==> src/rtl/mem_ctrl_pkg.sv <==
// Shared types for the multi-port main_mem controller.
// Block addresses exclude the in-block byte offset.
package mem_ctrl_pkg;

    localparam int MAIN_MEM_ADDR_WIDTH         = 32;
    localparam int MAIN_MEM_BLOCK_OFFSET_WIDTH = 4;
    localparam int BLOCK_DATA_WIDTH            = 8 << MAIN_MEM_BLOCK_OFFSET_WIDTH;
    localparam int PORT_ID_MAX_W               = 8;

    typedef enum logic {
        READ  = 1'b0,
        WRITE = 1'b1
    } req_type_t;

    typedef logic [MAIN_MEM_ADDR_WIDTH-MAIN_MEM_BLOCK_OFFSET_WIDTH-1:0] main_mem_block_addr_t;
    typedef logic [BLOCK_DATA_WIDTH-1:0] block_data_t;

    // port_id is sized for the largest supported port count; users truncate.
    typedef struct packed {
        logic [PORT_ID_MAX_W-1:0] port_id;
        req_type_t                req_type;
        main_mem_block_addr_t     addr;
        block_data_t              data;
    } mem_req_t;

endpackage

==> src/rtl/rr_arbiter.sv <==
// Combinational round-robin arbiter: lowest requester at or above ptr
// wins, otherwise the lowest requester overall.
module rr_arbiter #(
    parameter int N = 2
) (
    input  logic [N-1:0]         req,
    input  logic [$clog2(N)-1:0] ptr,
    output logic [N-1:0]         gnt,
    output logic [$clog2(N)-1:0] gnt_idx
);

    localparam int IW = $clog2(N);

    logic [N-1:0] req_hi;

    always_comb begin
        req_hi = '0;
        for (int i = 0; i < N; i++) begin
            req_hi[i] = req[i] && (i >= int'(ptr));
        end
    end

    always_comb begin
        gnt_idx = '0;
        for (int i = N - 1; i >= 0; i--) begin
            if ((|req_hi) ? req_hi[i] : req[i]) begin
                gnt_idx = IW'(i);
            end
        end
        gnt = '0;
        if (|req) begin
            gnt[gnt_idx] = 1'b1;
        end
    end

endmodule

==> src/rtl/mem_ctrl_mp.sv <==
// N-port round-robin main_mem controller with read credits and tagged responses.
// Define MEM_CTRL_MP_STATS_EN to add per-port grant/stall counters.
module mem_ctrl_mp
    import mem_ctrl_pkg::*;
#(
    parameter int N_PORTS         = 2,
    parameter int MAX_OUTSTANDING = 4
) (
    input  logic                         clk,
    input  logic                         rst_aH,
    input  logic [N_PORTS-1:0]           req_valid,
    input  req_type_t                    req_type [N_PORTS],
    input  main_mem_block_addr_t         req_block_addr [N_PORTS],
    input  block_data_t                  req_block_data [N_PORTS],
    output logic [N_PORTS-1:0]           req_ready,
    output logic [N_PORTS-1:0]           resp_valid,
    output block_data_t                  resp_block_data,
    output logic                         mem_req_valid,
    output logic [$clog2(N_PORTS)-1:0]   mem_req_port_id,
    output req_type_t                    mem_req_type,
    output main_mem_block_addr_t         mem_req_block_addr,
    output block_data_t                  mem_req_block_data,
    input  logic                         mem_resp_valid,
    input  logic [$clog2(N_PORTS)-1:0]   mem_resp_port_id,
    input  block_data_t                  mem_resp_block_data
`ifdef MEM_CTRL_MP_STATS_EN
    ,
    output logic [31:0]                  stat_grants [N_PORTS],
    output logic [31:0]                  stat_stalls [N_PORTS]
`endif
);

    localparam int PIW = $clog2(N_PORTS);
    localparam int CW  = $clog2(MAX_OUTSTANDING + 1);
    localparam logic [CW-1:0] CRED_MAX = CW'(MAX_OUTSTANDING);

    logic [N_PORTS-1:0] eligible;
    logic [N_PORTS-1:0] gnt;
    logic [PIW-1:0]     gnt_idx;
    logic               grant;
    logic               grant_rd;
    logic               resp_ok;

    logic [PIW-1:0]     rr_ptr_q, rr_ptr_d;
    logic [CW-1:0]      credits_q, credits_d;
    mem_req_t           issue_q, issue_d;
    logic               issue_vld_q;
    logic [N_PORTS-1:0] resp_vld_q, resp_vld_d;
    block_data_t        resp_data_q;

    // Reset also masks grants so every output reads zero while it is held.
    always_comb begin
        for (int p = 0; p < N_PORTS; p++) begin
            eligible[p] = !rst_aH && req_valid[p]
                       && (req_type[p] == WRITE || credits_q != '0);
        end
    end

    rr_arbiter #(.N(N_PORTS)) u_arb (
        .req     (eligible),
        .ptr     (rr_ptr_q),
        .gnt     (gnt),
        .gnt_idx (gnt_idx)
    );

    assign grant    = |gnt;
    assign grant_rd = grant && req_type[gnt_idx] == READ;
    // A full credit pool means nothing is in flight: the response is stale.
    assign resp_ok  = mem_resp_valid && credits_q != CRED_MAX;

    always_comb begin
        credits_d = credits_q;
        if (grant_rd && !resp_ok) begin
            credits_d = credits_q - 1'b1;
        end else if (!grant_rd && resp_ok) begin
            credits_d = credits_q + 1'b1;
        end

        rr_ptr_d = rr_ptr_q;
        if (grant) begin
            rr_ptr_d = (int'(gnt_idx) == N_PORTS - 1) ? '0 : gnt_idx + 1'b1;
        end

        issue_d = issue_q;
        if (grant) begin
            issue_d.port_id  = PORT_ID_MAX_W'(gnt_idx);
            issue_d.req_type = req_type[gnt_idx];
            issue_d.addr     = req_block_addr[gnt_idx];
            issue_d.data     = req_block_data[gnt_idx];
        end

        // Tags outside the port range decode to no port at all.
        resp_vld_d = '0;
        for (int p = 0; p < N_PORTS; p++) begin
            resp_vld_d[p] = resp_ok && (mem_resp_port_id == PIW'(p));
        end
    end

    always_ff @(posedge clk or posedge rst_aH) begin
        if (rst_aH) begin
            rr_ptr_q    <= '0;
            credits_q   <= CRED_MAX;
            issue_q     <= '0;
            issue_vld_q <= 1'b0;
            resp_vld_q  <= '0;
            resp_data_q <= '0;
        end else begin
            rr_ptr_q    <= rr_ptr_d;
            credits_q   <= credits_d;
            issue_q     <= issue_d;
            issue_vld_q <= grant;
            resp_vld_q  <= resp_vld_d;
            if (|resp_vld_d) begin
                resp_data_q <= mem_resp_block_data;
            end
        end
    end

    assign req_ready          = gnt;
    assign resp_valid         = resp_vld_q;
    assign resp_block_data    = resp_data_q;
    assign mem_req_valid      = issue_vld_q;
    assign mem_req_port_id    = PIW'(issue_q.port_id);
    assign mem_req_type       = issue_q.req_type;
    assign mem_req_block_addr = issue_q.addr;
    assign mem_req_block_data = issue_q.data;

`ifdef MEM_CTRL_MP_STATS_EN
    always_ff @(posedge clk or posedge rst_aH) begin
        if (rst_aH) begin
            for (int p = 0; p < N_PORTS; p++) begin
                stat_grants[p] <= '0;
                stat_stalls[p] <= '0;
            end
        end else begin
            for (int p = 0; p < N_PORTS; p++) begin
                if (gnt[p] && stat_grants[p] != '1) begin
                    stat_grants[p] <= stat_grants[p] + 1'b1;
                end
                if (req_valid[p] && !gnt[p] && stat_stalls[p] != '1) begin
                    stat_stalls[p] <= stat_stalls[p] + 1'b1;
                end
            end
        end
    end
`endif

endmodule

==> config.mk <==
export PLATFORM = sky130hd
export DESIGN_NAME = mem_ctrl_mp
export DESIGN_NICKNAME = d
export VERILOG_FILES = /design/src/rtl/mem_ctrl_pkg.sv /design/src/rtl/rr_arbiter.sv /design/src/rtl/mem_ctrl_mp.sv
export SDC_FILE = /design/constraint.sdc
export NUM_CORES = 1
export LEC_CHECK = 0
export ABC_CLOCK_PERIOD_IN_PS = 11600
export CORE_AREA = 8 8 279 281
export DETAILED_ROUTE_END_ITERATION = 10
export DIE_AREA = 0 0 287 289
export GPL_ROUTABILITY_DRIVEN = 0
export GPL_TIMING_DRIVEN = 0
export SYNTH_ARGS = -nofsm -noshare
export SYNTH_HDL_FRONTEND = slang
export SYNTH_SLANG_ARGS = --single-unit
==> constraint.sdc <==
create_clock -name clk -period 11.6 [get_ports clk]
set_input_delay 2.32 -clock clk [delete_from_list [all_inputs] [get_ports clk]]
set_output_delay 2.32 -clock clk [all_outputs]
set_load 0.01 [all_outputs]
# --- Yosys cells after proc, flatten, opt, wreduce, memory -nomap -nowiden ---
# Index checks and enable logic that the tools add are counted.
totals:
  ff_bits: 293
  input_bits: 448
  out_inout_bits: 291
  wordCells: 61
op_classes:
  addsub: 3
  order_cmp: 4
  n_eq_ne: 1
  n_mux: 18
  bitwise: 3
  reduce_logical: 23
op_table:
  columns: ["operator", "n"]
  rows:
  - ["$mux 128", 3]
  - ["$mux 28", 3]
  - ["$logic_and 1x1->1", 12]
  - ["$mux 1", 8]
  - ["$reduce_or 2->1", 4]
  - ["$mux 3", 2]
  - ["$add 3x1->3 const B", 1]
  - ["$logic_not 1->1", 3]
  - ["$ne 3x3->1 const B", 1]
  - ["$reduce_bool 3->1", 1]
  - ["$sub 3x1->3 const B", 1]
  - ["$ge 2x2->1 const B", 1]
  - ["$logic_or 1x1->1", 2]
  - ["$lt 1x2->1 const B", 1]
  - ["$mux 2", 1]
  - ["$not 1->1", 2]
  - ["$not 1->2", 1]
  - ["$reduce_bool 2->1", 1]
  - ["$add 1x1->1 const B", 1]
  - ["$demux 1 s1", 1]
  - ["$ge 1x1->1 const A", 1]
  - ["$ge 1x1->1 const B", 1]

# --- Logic depth before layout (Yosys ltp) ---
# Gate-level depths: netlist (run 1).
logic_depth:
  depth_word: 18
  ltp_mapped: 13

# --- Hierarchy ---
# Synthesis (run 1) repeated with hierarchy kept, for this count alone.
unflattened:
  cells_unflattened: 987
  hier_area_um2: 12293.0
by_module_without_submodules:
  columns: ["module", "n_inst", "cells_each", "area_each_um2"]
  rows:
  - ["mem_ctrl_mp", 1, 983, 12266.8]
  - ["rr_arbiter", 1, 4, 26.3]

# --- Worst setup path after synthesis (run 1) ---
# OpenSTA, ideal clock, no wires.
synth_timing:
  kind: "input to output"
  from: "in req_type[0] (netlist name)"
  to: "out req_ready[1]"
  arrival_time_ns: 3.536
  setup_slack_ns: 5.744
  cell_stages: 6
  cell_sequence: "or4_1 buf_2 o311ai_2 buf_4 buf_4 inv_1"
synth_via:
  elab_chain_cells: 10
synth_rtl:
  columns: ["element", "line", "rtl"]
  rows:
  - ["start, declared", "mem_ctrl_mp.sv:12", "input req_type_t req_type [N_PORTS],"]
  - ["$logic_or 1x1->1 *", "mem_ctrl_mp.sv:55", "&& (req_type[p] == WRITE || credits_q != '0);"]
  - ["$logic_and 1x1->1 *", "mem_ctrl_mp.sv:55", null]
  - ["$reduce_or 2->1", null, null]
  - ["$mux 1 (2 in a row)", "rr_arbiter.sv:26", "if ((|req_hi) ? req_hi[i] : req[i]) begin"]
  - ["$lt 1x2->1 (implied by the code) or $ge 1x1->1 (tied branches)", "rr_arbiter.sv:32", "gnt[gnt_idx] = 1'b1;"]
  - ["$logic_and 1x1->1 (implied by the code)", "rr_arbiter.sv:32", null]
  - ["$mux 1 (implied by the code)", "rr_arbiter.sv:32", null]
  - ["$demux 1 s1", null, null]
  - ["$mux 2 *", "rr_arbiter.sv:31", "if (|req) begin"]
  - ["end, declared", "mem_ctrl_mp.sv:15", "output logic [N_PORTS-1:0] req_ready,"]
# Mark *: on every way between the ends. The rest lies on a longest branch, timed or not.

# --- Final worst setup path (run 1) ---
layout_timing:
  from: "in rst_aH"
  to: "out req_ready[1]"
layout_via:
  elab_chain_cells: 12
layout_rtl:
  columns: ["element", "line", "rtl"]
  rows:
  - ["start, declared", "mem_ctrl_mp.sv:10", "input logic rst_aH,"]
  - ["$logic_not 1->1 (no source line) *", null, null]
  - ["$logic_and 1x1->1", "mem_ctrl_mp.sv:54", "eligible[p] = !rst_aH && req_valid[p]"]
  - ["$logic_and 1x1->1", "mem_ctrl_mp.sv:55", null]
  - ["$logic_and 1x1->1", "rr_arbiter.sv:19", "req_hi[i] = req[i] && (i >= int'(ptr));"]
  - ["$reduce_or 2->1", null, null]
  - ["$mux 1 (2 in a row)", "rr_arbiter.sv:26", null]
  - ["$lt 1x2->1 (implied by the code) or $ge 1x1->1 (tied branches)", "rr_arbiter.sv:32", null]
  - ["$logic_and 1x1->1 (implied by the code)", "rr_arbiter.sv:32", null]
  - ["$mux 1 (implied by the code)", "rr_arbiter.sv:32", null]
  - ["$demux 1 s1", null, null]
  - ["$mux 2 *", "rr_arbiter.sv:31", null]
# Marks and branches as above.

==> results of run 1 <==
synthesized netlist by cell type:
cell | instances | share of area [%]
sky130_fd_sc_hd__buf_4 | 3 | 0.17
sky130_fd_sc_hd__clkbuf_1 | 48 | 1.4
sky130_fd_sc_hd__dfstp_2 | 1 | 0.20
sky130_fd_sc_hd__mux2_2 | 128 | 11
sky130_fd_sc_hd__o221a_2 | 156 | 13
sky130_fd_sc_hd__o211ai_2 | 1 | 0.095
sky130_fd_sc_hd__buf_6 | 32 | 2.7
sky130_fd_sc_hd__inv_1 | 8 | 0.23
sky130_fd_sc_hd__o22ai_1 | 2 | 0.095
sky130_fd_sc_hd__and2_1 | 1 | 0.048
sky130_fd_sc_hd__nor4_2 | 1 | 0.095
sky130_fd_sc_hd__a221o_1 | 156 | 12
sky130_fd_sc_hd__mux2i_1 | 1 | 0.076
sky130_fd_sc_hd__o211ai_1 | 2 | 0.11
sky130_fd_sc_hd__dfrtp_1 | 292 | 56
sky130_fd_sc_hd__buf_1 | 2 | 0.057
sky130_fd_sc_hd__nor2_1 | 3 | 0.086
sky130_fd_sc_hd__and3b_1 | 1 | 0.067
sky130_fd_sc_hd__buf_2 | 36 | 1.4
sky130_fd_sc_hd__o221ai_1 | 1 | 0.067
sky130_fd_sc_hd__or4_4 | 1 | 0.086
sky130_fd_sc_hd__or4_1 | 1 | 0.057
sky130_fd_sc_hd__nand2_1 | 1 | 0.029
sky130_fd_sc_hd__nand2b_1 | 2 | 0.095
sky130_fd_sc_hd__o311ai_2 | 1 | 0.12
sky130_fd_sc_hd__nor3_1 | 2 | 0.076
sky130_fd_sc_hd__ha_1 | 1 | 0.095
sky130_fd_sc_hd__o31a_1 | 1 | 0.067
sky130_fd_sc_hd__nand3b_1 | 1 | 0.057
sky130_fd_sc_hd__nor2b_1 | 2 | 0.095
sky130_fd_sc_hd__a21oi_1 | 3 | 0.11
sky130_fd_sc_hd__nor4_1 | 1 | 0.048
sky130_fd_sc_hd__xnor2_1 | 2 | 0.13
sky130_fd_sc_hd__fa_1 | 1 | 0.15
sky130_fd_sc_hd__xor2_1 | 1 | 0.067
stage by stage:
step / hold WS, ns / util (%) / setup WS [ns] / instance area (µm²) / std cells
final: 0.5053 / 31.37 / 3.981 / 23080 / 2675
after global routing: 0.5196 / 31.36 / 3.767 / 23070 / 2672
after CTS: 0.5065 / 31.36 / 3.815 / 23070 / 2672
after detailed placement: 0.4941 / 29.64 / 3.819 / 21800 / 2605
after global placement: 0.4894 / 29.55 / -3.144 / 21740 / 2603
after floorplan: 0.5206 / - / 1.191 / 13140 / 896
logic make-up (layout without fill, tap and decap cells):
group | Yosys count | after routing | share of synthesized area (%)
flip-flops | 293 | 293 | 55.80
XOR/XNOR | 3 | 3 | 0.2000
buffers and inverters | 129 | 936 | 5.941
AND/OR/NAND/NOR | 17 | 17 | 0.8379
multiplexers | 129 | 129 | 11.04
other | 0 | 3 | 0
AO/OA/AOI/OAI | 323 | 323 | 25.93
adder cells (fa/ha/maj) | 2 | 2 | 0.2475
where the power goes:
group	switching, mW	leakage (nW)	internal (mW)	total [mW]
Clock	0.477	0.624	0.726	1.20
Sequential	0.189	3.31	1.32	1.51
Combinational	0.734	4.83	1.03	1.76
worst max-delay path: stages:
cell and delay (ns):
sky130_fd_sc_hd__clkdlybuf4s50_1 0.58, sky130_fd_sc_hd__nor2b_1 0.17, sky130_fd_sc_hd__clkbuf_1 0.56, sky130_fd_sc_hd__o311ai_2 0.53
sky130_fd_sc_hd__buf_4 0.34, sky130_fd_sc_hd__buf_4 0.19, sky130_fd_sc_hd__inv_1 0.06, sky130_fd_sc_hd__clkdlybuf4s50_1 0.53
metal layers:
layer	routed length, µm	track usage [%]	part of all wire, %
met1	23920	16.27	37
met2	32600	25.42	50
met3	6410	5.637	9.8
met4	2190	4.981	3.4
met5	59	0	0.091
worst min-delay path by stage:
stage | to | slack [ns] | cells past startpoint
after floorplan | credits_q[2]$_DFFE_PP1P_ | 0.52 | 2
after global placement | resp_block_data[100]$_DFFE_PP0P_ | 0.49 | 1
after detailed placement | resp_block_data[63]$_DFFE_PP0P_ | 0.49 | 1
after CTS | resp_block_data[63]$_DFFE_PP0P_ | 0.51 | 1
after global routing | resp_block_data[9]$_DFFE_PP0P_ | 0.52 | 1
final | resp_block_data[102]$_DFFE_PP0P_ | 0.51 | 1
flip-flops by register name, summed over array words and instances (netlist names), 2 cells and up:
register            flops
mem_req_block_data    128
resp_block_data       128
mem_req_block_addr     28
credits_q               3
resp_valid              2
placed cells by master, fill, tap and decap left out, drive strengths merged, types with 2 or more instances in the layout:
master	count
mux2	128
inv	8
a21oi	3
nor2	3
o22ai	2
clkinv	7
nor4	2
nor3	2
nor2b	2
o211ai	3
buf	75
diode	3
clkdlybuf4s50	738
clkbuf	105
dfrtp	292
o221a	156
or4	2
nand2b	2
bufinv	2
a221o	156
xnor2	2
layout make-up:
type,count,area (µm²),area share (%)
Multi-Input combinational cell,474,5027,21.78
Inverter,8,37.54,0.1626
Sequential cell,293,7333,31.77
Buffer,121,750.7,3.253
Clock buffer,57,1144,4.955
Clock inverter,10,125.1,0.5421
Timing Repair Buffer,740,7442,32.25
Tap cell,969,1212,5.253
Antenna cell,3,7.507,0.03253
==> impl_metrics.sql, run 1 <==
INSERT INTO impl_metrics (metric_group, metric, value, unit) VALUES
('sta', 'fmax', '0.1313', 'GHz'),
('die', 'design.core.area', '73570', 'µm²'),
('clocking', 'cts_setup_buffers', '0', ''),
('global_route', 'globalRoute.totalOverflow', '0', ''),
('clocking', 'clock_insertion_delay_worst_skew', '0.55', 'ns'),
('clocking', 'cts-htree-levels', '2', ''),
('clocking', 'clkTransAtPathRegs', '0.05', 'ns'),
('clocking', 'total_clock_sinks', '293', ''),
('critical_path', 'r2r_start', 'credits_q[2]$_DFFE_PP1P_', ''),
('finish', 'final_layout_size_suffix_gt1_share', '24.78', '%'),
('place', 'place_hpwl', '51270', 'µm'),
('routing', 'wl', '65180', 'µm'),
('routing', 'drt-initial-drc-count', '611', ''),
('die', 'io_pins', '739', ''),
('job', 'drv.max_cap_violation_count', '0', ''),
('critical_path', 'critical_path_type', 'in -> out', ''),
('synthesis', 'syn_area_per_cell', '14.67', 'µm²'),
('critical_path', 'crit_end', 'req_ready[1]', ''),
('global_route', 'grt_start_max_net_pins', '117', ''),
('critical_path', 'timing.critical_path.from', 'rst_aH', ''),
('die', 'die_height', '289', 'µm'),
('synthesis', 'post_synth_instance_area', '13140', 'µm²'),
('routing', 'wire_per_inst', '24.37', 'µm'),
('critical_path', 'critPathCaptureType', 'output pin', ''),
('run_status', 'outcome', 'completed', ''),
('critical_path', 'arr_time_crit_path', '5.30', 'ns'),
('critical_path', 'setup.reg_to_reg.worst_slack', '8.30', 'ns'),
('global_route', 'grt_pass1_wl', '93010', 'µm'),
('clocking', 'cts-buffers-inserted', '38', ''),
('finish', 'syn2layout_area_growth', '75.63', '%'),
('clocking', 'post_cts_resized', '0', ''),
('sta', 'worst_margin_pin_slew', '1.365', 'ns'),
('critical_path', 'critical_path.reg2reg.endpoint', 'credits_q[2]$_DFFE_PP1P_', ''),
('sta', 'finalCritPeriodShare', '65.68', '%'),
('sta', 'post_route_clock_skew', '0.02198', 'ns'),
('clocking', 'hold_buffers', '0', ''),
('synthesis', 'yosys_warnings', '0', ''),
('clocking', 'cts_buffer_depth', '3', ''),
('global_route', 'antenna_found_initial', '9', ''),
('sta', 'final_hold_viol_count', '0', ''),
('synthesis', 'postSynthNetCount', '1346', ''),
('power_and_ir_drop', 'cellLeakagePower', '8.763', 'nW'),
('global_route', 'aggregate_global_route_resource_usage', '14.62', '%'),
('global_route', 'first_global_vias', '13368', ''),
('finish', 'nets', '2126', ''),
('routing', 'remaining_drc_errors', '0', ''),
('routing', 'drt-vias-per-instance', '4.603', ''),
('die', 'start_util', '17.86', '%'),
('clocking', 'tritoncts', 'built', ''),
('synthesis', 'synthDistinctLibCells', '35', ''),
('finish', 'fill_cells', '7361', ''),
('sta', 'report.final.slew_viol_count', '0', ''),
('die', 'chipWidth', '287', 'µm'),
('clocking', 'cts_root_buf', 'sky130_fd_sc_hd__clkbuf_16', ''),
('synthesis', 'synth_seq_area_share', '55.80', '%'),
('critical_path', 'required', '9.28', 'ns'),
('routing', 'antenna_left', '0', ''),
('min_path', 'worst_hold_path_type', 'reg -> reg', ''),
('sta', 'timing.final.crit_period', '7.619', 'ns'),
('critical_path', 'crit_path_start_kind', 'input port', ''),
('sta', 'slew_headroom', '8.968', '%'),
('sta', 'grt_setup_unrepaired', 'no', ''),
('die', 'die-area', '82940', 'µm²'),
('sta', 'count_of_endpoints_failing_setup_in_the_final_report', '0', ''),
('power_and_ir_drop', 'powerDensity', '193.6', 'nW/µm²'),
('synthesis', 'yosys_register_bits', '293', ''),
('power_and_ir_drop', 'irDropWorstVdd', '124.2', 'µV'),
('die', 'rows', '100', ''),
('critical_path', 'cp_max_fo', '10', ''),
('critical_path', 'worstRegToRegCells', '12', ''),
('routing', 'dr.pass1.iters', '6', ''),
('sta', 'setup_total_negative_slack', '0', 'ns'),
('synthesis', 'synth_cells', '896', ''),
('place', 'buffer_ports.inserted', '738', ''),
('power_and_ir_drop', 'power.total', '4.468', 'mW'),
('min_path', 'worstHoldStart', 'resp_block_data[102]$_DFFE_PP0P_', ''),
('routing', 'vias', '12314', '');
Power figures use the tool's default switching activity.
==> run 2, diff against run 1 <==
ABC_CLOCK_PERIOD_IN_PS = 7000   (was 11600)
CORE_AREA = 8 8 278 280   (was 8 8 279 281)
DIE_AREA = 0 0 286 288   (was 0 0 287 289)
clock period = 7 ns   (was 11.6 ns; I/O delays follow)
==> run 2 against run 1 <==
Utilization is 0.42 points higher. Die area is 0.69% lower. Global-route usage is 1.0 points higher. Worst setup slack worse by 2.5 ns. Design area hardly changed. Sequential power is 65% higher. Cell count hardly changed. Sequential cell count stayed put. Combinational power is 67% higher. Critical path type unchanged. Largest cell class unchanged. Highest routed layer unchanged.
==> impl_metrics.sql, run 2 (same netlist as run 1, synthesis figures left out) <==
INSERT INTO impl_metrics (metric_group, metric, value, unit) VALUES
('run_status', 'outcome', 'completed', ''),
('finish', 'layout_common_cells', '738 x sky130_fd_sc_hd__clkdlybuf4s50_1, 292 x sky130_fd_sc_hd__dfrtp_1, 156 x sky130_fd_sc_hd__a221o_1, 156 x sky130_fd_sc_hd__o221a_2, 128 x sky130_fd_sc_hd__mux2_2', ''),
('critical_path', 'cp_max_fo', '10', ''),
('sta', 'fmax', '0.1811', 'GHz'),
('clocking', 'cts_buffer_depth', '3', ''),
('clocking', 'cts_root_buf', 'sky130_fd_sc_hd__clkbuf_16', ''),
('die', 'die-area', '82370', 'µm²'),
('die', 'design.core.area', '72590', 'µm²'),
('die', 'start_util', '18.10', '%'),
('min_path', 'worstHoldStart', 'mem_req_port_id$_DFFE_PP0P_', ''),
('clocking', 'cts-buffers-inserted', '37', ''),
('sta', 'worst_margin_pin_slew', '1.265', 'ns'),
('critical_path', 'arr_time_crit_path', '4.12', 'ns'),
('sta', 'report.final.slew_viol_count', '0', ''),
('clocking', 'tritoncts', 'built', ''),
('finish', 'finish.instance_area', '23080', 'µm²'),
('sta', 'finalCritPeriodShare', '78.87', '%'),
('critical_path', 'crit_path_start_kind', 'input port', ''),
('power_and_ir_drop', 'power_switching', '2.321', 'mW'),
('routing', 'wire_per_inst', '25.49', 'µm'),
('critical_path', 'critical_path.reg2reg.endpoint', 'credits_q[2]$_DFFE_PP1P_', ''),
('clocking', 'post_cts_resized', '0', ''),
('place', 'place_area', '21890', 'µm²'),
('routing', 'remaining_drc_errors', '0', ''),
('finish', 'finish.utilization', '31.79', '%'),
('die', 'die_height', '288', 'µm'),
('power_and_ir_drop', 'cellLeakagePower', '8.760', 'nW'),
('die', 'chipWidth', '286', 'µm'),
('critical_path', 'setup.reg_to_reg.worst_slack', '3.89', 'ns'),
('finish', 'nets', '2131', ''),
('finish', 'syn2layout_area_growth', '75.61', '%'),
('critical_path', 'required', '5.60', 'ns'),
('critical_path', 'worstRegToRegCells', '12', ''),
('routing', 'dr.pass1.iters', '7', ''),
('sta', 'count_of_endpoints_failing_setup_in_the_final_report', '0', ''),
('critical_path', 'r2r_start', 'credits_q[2]$_DFFE_PP1P_', ''),
('sta', 'slew_headroom', '15.66', '%'),
('global_route', 'aggregate_global_route_resource_usage', '15.63', '%'),
('power_and_ir_drop', 'irDropWorstVdd', '241.1', 'µV'),
('routing', 'vias', '12317', ''),
('min_path', 'worst_hold_path_type', 'reg -> reg', ''),
('critical_path', 'critical_path_type', 'in -> out', ''),
('place', 'place_hpwl', '53880', 'µm'),
('power_and_ir_drop', 'internal_power', '4.977', 'mW'),
('clocking', 'cts-htree-levels', '2', ''),
('die', 'io_pins', '739', ''),
('global_route', 'first_global_vias', '13507', ''),
('power_and_ir_drop', 'p_seq_share', '34.1', '%'),
('power_and_ir_drop', 'powerDensity', '316.2', 'nW/µm²'),
('routing', 'wl', '68240', 'µm'),
('routing', 'drt-vias-per-instance', '4.601', ''),
('clocking', 'hold_buffers', '0', ''),
('power_and_ir_drop', 'comb_power_share', '40.3', '%'),
('critical_path', 'crit_end', 'req_ready[1]', ''),
('global_route', 'antenna_found_initial', '18', ''),
('critical_path', 'timing.critical_path.from', 'rst_aH', ''),
('job', 'drv.max_cap_violation_count', '0', ''),
('clocking', 'clkTransAtPathRegs', '0.05', 'ns'),
('global_route', 'grt_start_max_net_pins', '44', ''),
('clocking', 'clock_insertion_delay_worst_skew', '0.55', 'ns'),
('finish', 'final_layout_size_suffix_gt1_share', '24.78', '%'),
('clocking', 'total_clock_sinks', '293', ''),
('die', 'rows', '99', ''),
('sta', 'final_hold_viol_count', '0', ''),
('sta', 'grt_setup_unrepaired', 'no', ''),
('sta', 'post_route_clock_skew', '0.01939', 'ns'),
('critical_path', 'critPathCaptureType', 'output pin', ''),
('clocking', 'cts_setup_buffers', '0', ''),
('power_and_ir_drop', 'power.clock.fraction', '25.6', '%'),
('routing', 'antenna_left', '0', ''),
('power_and_ir_drop', 'p_sw_share', '31.80', '%'),
('global_route', 'globalRoute.totalOverflow', '0', ''),
('routing', 'drt-initial-drc-count', '728', ''),
('place', 'buffer_ports.inserted', '738', ''),
('sta', 'timing.final.crit_period', '5.521', 'ns'),
('finish', 'commonest_non_fill_non_tap_cell_in_the_layout', 'sky130_fd_sc_hd__clkdlybuf4s50_1', ''),
('global_route', 'grt_pass1_wl', '97100', 'µm');
==> run 2: cell types whose count changed in the layout (fill, tap and decap cells not counted) <==
cell / change
sky130_fd_sc_hd__clkbuf_8: -9
sky130_fd_sc_hd__buf_12: +8
sky130_fd_sc_hd__diode_2: +8
sky130_fd_sc_hd__clkinv_2: +5
sky130_fd_sc_hd__clkbuf_1: +3
sky130_fd_sc_hd__buf_16: -2
sky130_fd_sc_hd__clkbuf_16: -1
sky130_fd_sc_hd__clkbuf_2: +1
sky130_fd_sc_hd__clkinv_8: -1
sky130_fd_sc_hd__inv_16: +1
sky130_fd_sc_hd__inv_8: -1
==> run 2: layout make-up <==
class / count / area (µm²)
diodes: 11 / 27.53
plain buffers: 121 / 752.0
clock buffers: 51 / 1010
clock inverters: 14 / 146.4
fillers: 7308 / 49510
inverters: 8 / 33.78
multi-input cells: 474 / 5027
flip-flops and latches: 293 / 7333
well taps: 959 / 1200
repair buffers: 746 / 7547
==> run 2: worst min-delay path by stage <==
stage	endpoint	slack (ns)	cells after the start
after global routing	resp_block_data[116]$_DFFE_PP0P_	0.52	1
after detailed placement	mem_req_port_id$_DFFE_PP0P_	0.49	2
after CTS	mem_req_port_id$_DFFE_PP0P_	0.50	2
after floorplan	credits_q[2]$_DFFE_PP1P_	0.52	2
final	mem_req_port_id$_DFFE_PP0P_	0.50	2
after global placement	resp_block_data[83]$_DFFE_PP0P_	0.49	1
==> run 2: power by group through the flow <==
stage,Sequential [mW],Clock [mW],Combinational (mW)
final,2.49,1.87,2.94
after CTS,2.49,1.95,3.00
after floorplan,2.68,0,1.05
after global routing,2.55,2.01,3.12
after detailed placement,2.51,0,2.98
after global placement,2.49,0,2.95
==> run 2: through the flow <==
step           setup slack (ns)  TNS [ns]  instances  hold slack, ns  total power [mW]
6_report                  1.479         0       2677          0.4999             7.298
5_1_grt                   1.262         0       2668          0.5224             7.677
4_1_cts                   1.338         0       2666          0.5038             7.432
3_5_place_dp              1.312         0       2601          0.4888             5.489
3_3_place_gp            -0.8125   -224.52       2593          0.4900             5.445
2_1_floorplan             1.712         0        896          0.5206             3.726
==> run 2: metal layers <==
layer	up-vias	track usage (%)	share of wire [%]
met5	-	0	0.12
met4	12	4.728	2.8
met3	97	6.457	10
met2	643	27.63	50
met1	6227	16.98	37
li1	5338	-	-
==> run 2: critical path, stage by stage <==
cell and delay, ns:
sky130_fd_sc_hd__clkdlybuf4s50_1 0.53, sky130_fd_sc_hd__nor2b_1 0.15, sky130_fd_sc_hd__clkbuf_1 0.51, sky130_fd_sc_hd__o311ai_2 0.42, sky130_fd_sc_hd__buf_4 0.30, sky130_fd_sc_hd__buf_4 0.19
sky130_fd_sc_hd__inv_1 0.06, sky130_fd_sc_hd__clkdlybuf4s50_1 0.55
==> variant 1, RTL diff (config.mk and constraints of run 1) <==
`MAIN_MEM_ADDR_WIDTH`: 32 -> 28.
--- a/src/rtl/mem_ctrl_pkg.sv
+++ b/src/rtl/mem_ctrl_pkg.sv
@@ -3,5 +3,5 @@
 package mem_ctrl_pkg;
 
-    localparam int MAIN_MEM_ADDR_WIDTH         = 32;
+    localparam int MAIN_MEM_ADDR_WIDTH         = 28;
     localparam int MAIN_MEM_BLOCK_OFFSET_WIDTH = 4;
     localparam int BLOCK_DATA_WIDTH            = 8 << MAIN_MEM_BLOCK_OFFSET_WIDTH;
Interface: changed (resized mem_req_block_addr and req_block_addr); port bits go from 739 to 727. The function was not compared with the original's and may differ.
==> variant 1 against run 1 <==
Area after synthesis fell by 2.5%. Sequential cell count fell by 4. Setup slack better by 150 ps. Synthesized cell count fell by 1.8%. Final area down 2.1%. Total power decreased by 2.4%. Wire length down 0.38%. Combinational power decreased by 2%. Sequential share of layout area up 0.23 points.
==> variant 1: results (changes against run 1) <==
Pwr
The cell area power density was 193 nW/µm² (was 194 nW/µm²). The peak supply drop is 0.124 mV (about the same). The power drawn by the combinational cells is 0.00172 W (was 0.00176 W). The static leakage is 8.55 nW (was 8.76 nW). The net load switching power came to 0.00139 W (was 0.00140 W).

STA
The final clock skew was 21.5 ps (was 22.0 ps). The actual slew at the worst max-slew pin is 1240 ps (was 1370 ps).

Placement
The number of buffers inserted by port buffering is 726 (was 738). The placed instance area was 21,400 µm² (was 21,800 µm²). The detailed placer's ending HPWL is 50,100 µm (was 51,300 µm).

Cells and area
The clock network area share came to 0.0548 (was 0.0550). The portion of the layout cell area used by non-clock buffers is 0.351 (was 0.355). The share of the core filled with cells is 0.307 (was 0.314).

The register area is 7230 µm² (was 7330 µm²). The multi-input combinational cell count is 466 (was 474). The number of clock buffer instances in the layout was 48 (was 57).

The net count reported at finish is 2,089 (was 2,126). The fill cell instance count of the final layout came to 7,356 (was 7,361). The biggest area consumer among cell classes is non-clock buffers (unchanged). The ratio of cells with drive above 1 in the final layout is 0.240 (was 0.248).

The multi-input logic portion of the cell area is 0.218 (about the same).

Global route
The wire length of the first global-routing pass came to 93,100 µm (was 93,000 µm). The maximum number of pins on one net before global-route repair is 118 (was 117). The via count of the first global-routing pass is 13,300 (was 13,400).

The total routing usage reported by global routing is 0.147 (was 0.146).

Yosys
The sequential share of the synthesized area is 0.565 (was 0.558). Leading post-synthesis cells by instance count: dfrtp_1, a221o_1, o221a_2, mux2_2, clkbuf_1 (unchanged). The post-synthesis register bit count is 289 (was 293). The count of different cell masters after synthesis is 33 (was 35). The post-synthesis async set-or-reset flop share is 1.00 (unchanged).

Largest cells by area after synthesis: dfrtp_1, o221a_2, a221o_1 (unchanged). The number of nets in the synthesized netlist was 1,322 (was 1,346). The count of yosys warnings during synthesis is 0 (unchanged).

Clock network
The clock latency on the worst-skew pair was 570 ps (was 550 ps). The clock buffer count from CTS is 37 (was 38).

Route
The detailed-router iteration count before antenna repair is 4 (was 6). The violation count after the first detailed-routing iteration came to 659 (was 611). The routed wirelength normalized by instance count is 24.5 µm (was 24.4 µm).

Worst setup path
The data arrival at the endpoint of the critical path was 5150 ps (was 5300 ps).

Status
Result of the run: finished, final reports clean (unchanged).
==> variant 1: cell types whose count changed after synthesis, sizes merged <==
cell    before  now
buf         73   59
clkbuf      48   58
a221o      156  152
dfrtp      292  288
o221a      156  152
==> variant 1: kinds of logic (layout without fill, tap and decap cells) <==
kind of cell	Yosys count	count (layout)	synth area share
AO/OA/AOI/OAI	315	315	0.259
XOR/XNOR	3	3	0.00205
adder cells (fa/ha/maj)	2	2	0.00254
buffers and inverters	125	918	0.0502
flip-flops	289	289	0.565
multiplexers	129	129	0.113
other	0	4	0
AND/OR/NAND/NOR	17	17	0.00840
==> variant 1: final timing paths <==
kind                                 start                endpoint  slack, ps  cells past startpoint
setup reg to reg              credits_q[0]            credits_q[2]       8250                     13
min in group asynchronous           rst_aH     resp_block_data[71]       2360                      2
setup / recovery                    rst_aH            req_ready[1]       4130                      8
hold reg to reg            mem_req_port_id         mem_req_port_id        490                      2
max in group asynchronous           rst_aH  mem_req_block_data[54]       8140                      3
hold / removal             mem_req_port_id         mem_req_port_id        490                      2
==> variant 1: critical path, cell delays in order <==
cell,delay (ps)
clkdlybuf4s50_1,580
nand2b_1,280
o311ai_1,280
buf_2,500
buf_4,320
buf_4,290
inv_1,70
clkdlybuf4s50_1,490
==> variant 1: through the flow <==
step | std cells | TNS (ps) | total power, W
after detailed placement | 2577 | 0 | 0.00322
after CTS | 2642 | 0 | 0.00444
after floorplan | 880 | 0 | 0.00220
final | 2646 | 0 | 0.00436
after global routing | 2642 | 0 | 0.00458
after global placement | 2575 | -759480 | 0.00320
==> variant 1: metal layers <==
layer	vias to the layer above	global-route usage	share of wire
met2	618	0.262	0.51
met4	0	0.0345	0.022
met5	-	0	0
met3	82	0.0527	0.095
li1	5203	-	-
met1	6154	0.168	0.38
==> variant 2, RTL diff (config.mk and constraints of run 1) <==
Made on the original files. The option `MEM_CTRL_MP_STATS_EN` is turned on by a define.
--- a/src/rtl/mem_ctrl_mp.sv
+++ b/src/rtl/mem_ctrl_mp.sv
@@ -1,4 +1,6 @@
 // N-port round-robin main_mem controller with read credits and tagged responses.
 // Define MEM_CTRL_MP_STATS_EN to add per-port grant/stall counters.
+`define MEM_CTRL_MP_STATS_EN
+
 module mem_ctrl_mp
     import mem_ctrl_pkg::*;
Function (old outputs only; new: stat_grants and stat_stalls): kept (Yosys induction, for registers that start in step).
==> variant 2 against run 1 <==
Final area rose by 26%. Setup slack better by 360 ps. Die area unchanged. Wire length rose by 29%. Global-route usage up 4.4 points. Highest routed layer unchanged. Total power up 21%. Hold slack worse by 15 ps. Count of clock-buffer cells in the layout rose by 20. Sequential cell count is 128 higher. Sequential share of layout area rose by 4.4 points. Final cell count rose by 30%. Combinational power is 3% higher. Maximum frequency increased by 5.0%. Area after synthesis up 32%.
==> variant 2: results (changes against run 1) <==
Pwr
The static leakage is 11.8 nW (was 8.76 nW). The peak supply drop is 0.120 mV (was 0.124 mV).

Cells and area
The fill cell instance count of the final layout came to 7,057 (was 7,361). The net count reported at finish was 2,915 (was 2,126). The ratio of cells with drive above 1 in the final layout is 0.0957 (was 0.248).

Route
The routed wirelength normalized by instance count is 24.2 µm (was 24.4 µm). The highest routing layer actually used was met5 (unchanged). The detailed-router iteration count before antenna repair is 5 (was 6). The met1 wire length is 31,200 µm (was 23,900 µm).

The violation count after the first detailed-routing iteration was 797 (was 611). The number of DRC violations after detailed routing is 0 (unchanged). The final routed wirelength across all metal layers was 84,200 µm (was 65,200 µm). The count of vias placed by the detailed router is 16,000 (was 12,300). The met3 routed wirelength came to 8100 µm (was 6410 µm).

The detailed route wirelength on metal2 is 42,000 µm (was 32,600 µm).

Yosys
The sequential share of the synthesized area was 0.607 (was 0.558). The gate count of the mapped netlist is 1,532 (was 896). The multiplexer fraction of the synthesized cell area came to 0.0862 (was 0.110). The count of different cell masters after synthesis is 45 (was 35). The adder-cell share of the synthesized area is 0.00476 (was 0.00248). The post-synthesis async set-or-reset flop share is 1.00 (unchanged). The number of nets in the synthesized netlist is 1,986 (was 1,346). Largest cells by area after synthesis: dfrtp_1, mux2_2, nor2_1 (was dfrtp_1, o221a_2, a221o_1). Leading post-synthesis cells by instance count: dfrtp_1, nor2_1, o22ai_1, mux2_2, xnor2_1 (was dfrtp_1, a221o_1, o221a_2, mux2_2, clkbuf_1).

The post-synthesis share of cell area spent on xor and xnor gates is 0.0626 (was 0.00200). The count of yosys warnings during synthesis came to 0 (unchanged). The area fraction in compound gates after synthesis is 0.0649 (was 0.259).

Clock network
Clock-pin slew was measured on the worst setup and hold paths at 60 ps. The clock latency on the worst-skew pair is 580 ps (was 550 ps). The CTS H-tree depth is 2 (unchanged). The cell at the root of the clock tree was clkbuf_16 (unchanged).

The post-CTS setup-driven buffer insertion count is 0 (unchanged). The clock buffer count from CTS is 50 (was 38). The deepest clock path buffer count is 3 (unchanged).

The number of gates resized after cts is 0 (unchanged).

Worst setup path
The category of the most critical setup path is in -> out (unchanged). The library cell contributing the largest single delay on the critical path is clkdlybuf4s50_1 (unchanged). The worst setup slack for register-to-register paths came to 7990 ps (was 8300 ps). The critical-path maximum fanout is 10 (unchanged). The largest stage delay on the critical path came to 790 ps (was 580 ps). The data arrival at the endpoint of the critical path is 4940 ps (was 5300 ps).

Placement
The detailed placer's ending HPWL is 69,200 µm (was 51,300 µm). The cell count after placement is 3,378 (was 2,605). The number of buffers inserted by port buffering is 866 (was 738).

STA
The final clock skew is 17.8 ps (was 22.0 ps). The actual slew at the worst max-slew pin came to 1280 ps (was 1370 ps).

Min path
The path category of the worst min-delay check is reg -> reg (unchanged).

Global route
The total routing usage reported by global routing came to 0.190 (was 0.146). The initial antenna violation count was 28 (was 9). The via count of the first global-routing pass was 17,000 (was 13,400). The wire length of the first global-routing pass came to 118,000 µm (was 93,000 µm).

The maximum number of pins on one net before global-route repair is 43 (was 117).

Status
Result of the run: finished, final reports clean (unchanged).
==> variant 2: cell types whose count changed after synthesis, moves of 72 or more <==
cell / delta
a221o_1: -156
dfrtp_1: +128
nor2_1: +348
o221a_2: -156
o22ai_1: +154
xnor2_1: +72
==> variant 2: critical path: cells and delay by family <==
family	cells	cell delay (ps)
buffers and inverters	4	1910
and+or+nand+nor	1	410
AOI/OAI and AO/OA	1	290
==> variant 2: per-layer routing <==
layer  vias up  global-route usage
met5         -                   0
met4        10              0.0820
met3       130              0.0710
met2       717               0.323
met1      7871               0.213
li1       7239                   -
==> variant 2: area by class of cell <==
class,count,area (µm²),area share
antenna,17,42.5,0.00146
buffer,69,264,0.00907
clock buffer,77,1520,0.0521
clock inverter,12,76.3,0.00262
inverter,15,60.1,0.00206
multi-input combinational,1027,6490,0.223
sequential,421,10500,0.362
tap,969,1210,0.0417
timing repair buffer,877,8890,0.306
==> variant 2: power by group <==
group,switching [W],total [W],internal (W)
registers,0.000246,0.00205,0.00181
logic,0.000837,0.00181,0.000974
clock network,0.000629,0.00153,0.000897
==> variant 2: through the flow <==
stage	hold slack, ps	instance area (µm²)	worst slack (ps)	util
2_1_floorplan	476	17400	-202	-
3_3_place_gp	480	27200	-5080	0.370
3_5_place_dp	477	27500	4370	0.373
4_1_cts	488	29000	4360	0.395
5_1_grt	510	29100	4250	0.395
6_report	490	29100	4340	0.395
==> variant 2: path summary, 6_finish.rpt <==
path,depth (start not counted),end,startpoint
worst max-delay path,6,req_ready[1],req_valid[0]
worst min-delay path,1,stat_stalls[63],stat_stalls[63]
worst max register to register,10,credits_q[1],credits_q[0]
worst min register to register,1,stat_stalls[63],stat_stalls[63]
max in group asynchronous,6,mem_req_block_data[72],rst_aH
min in group asynchronous,2,mem_req_type,rst_aH
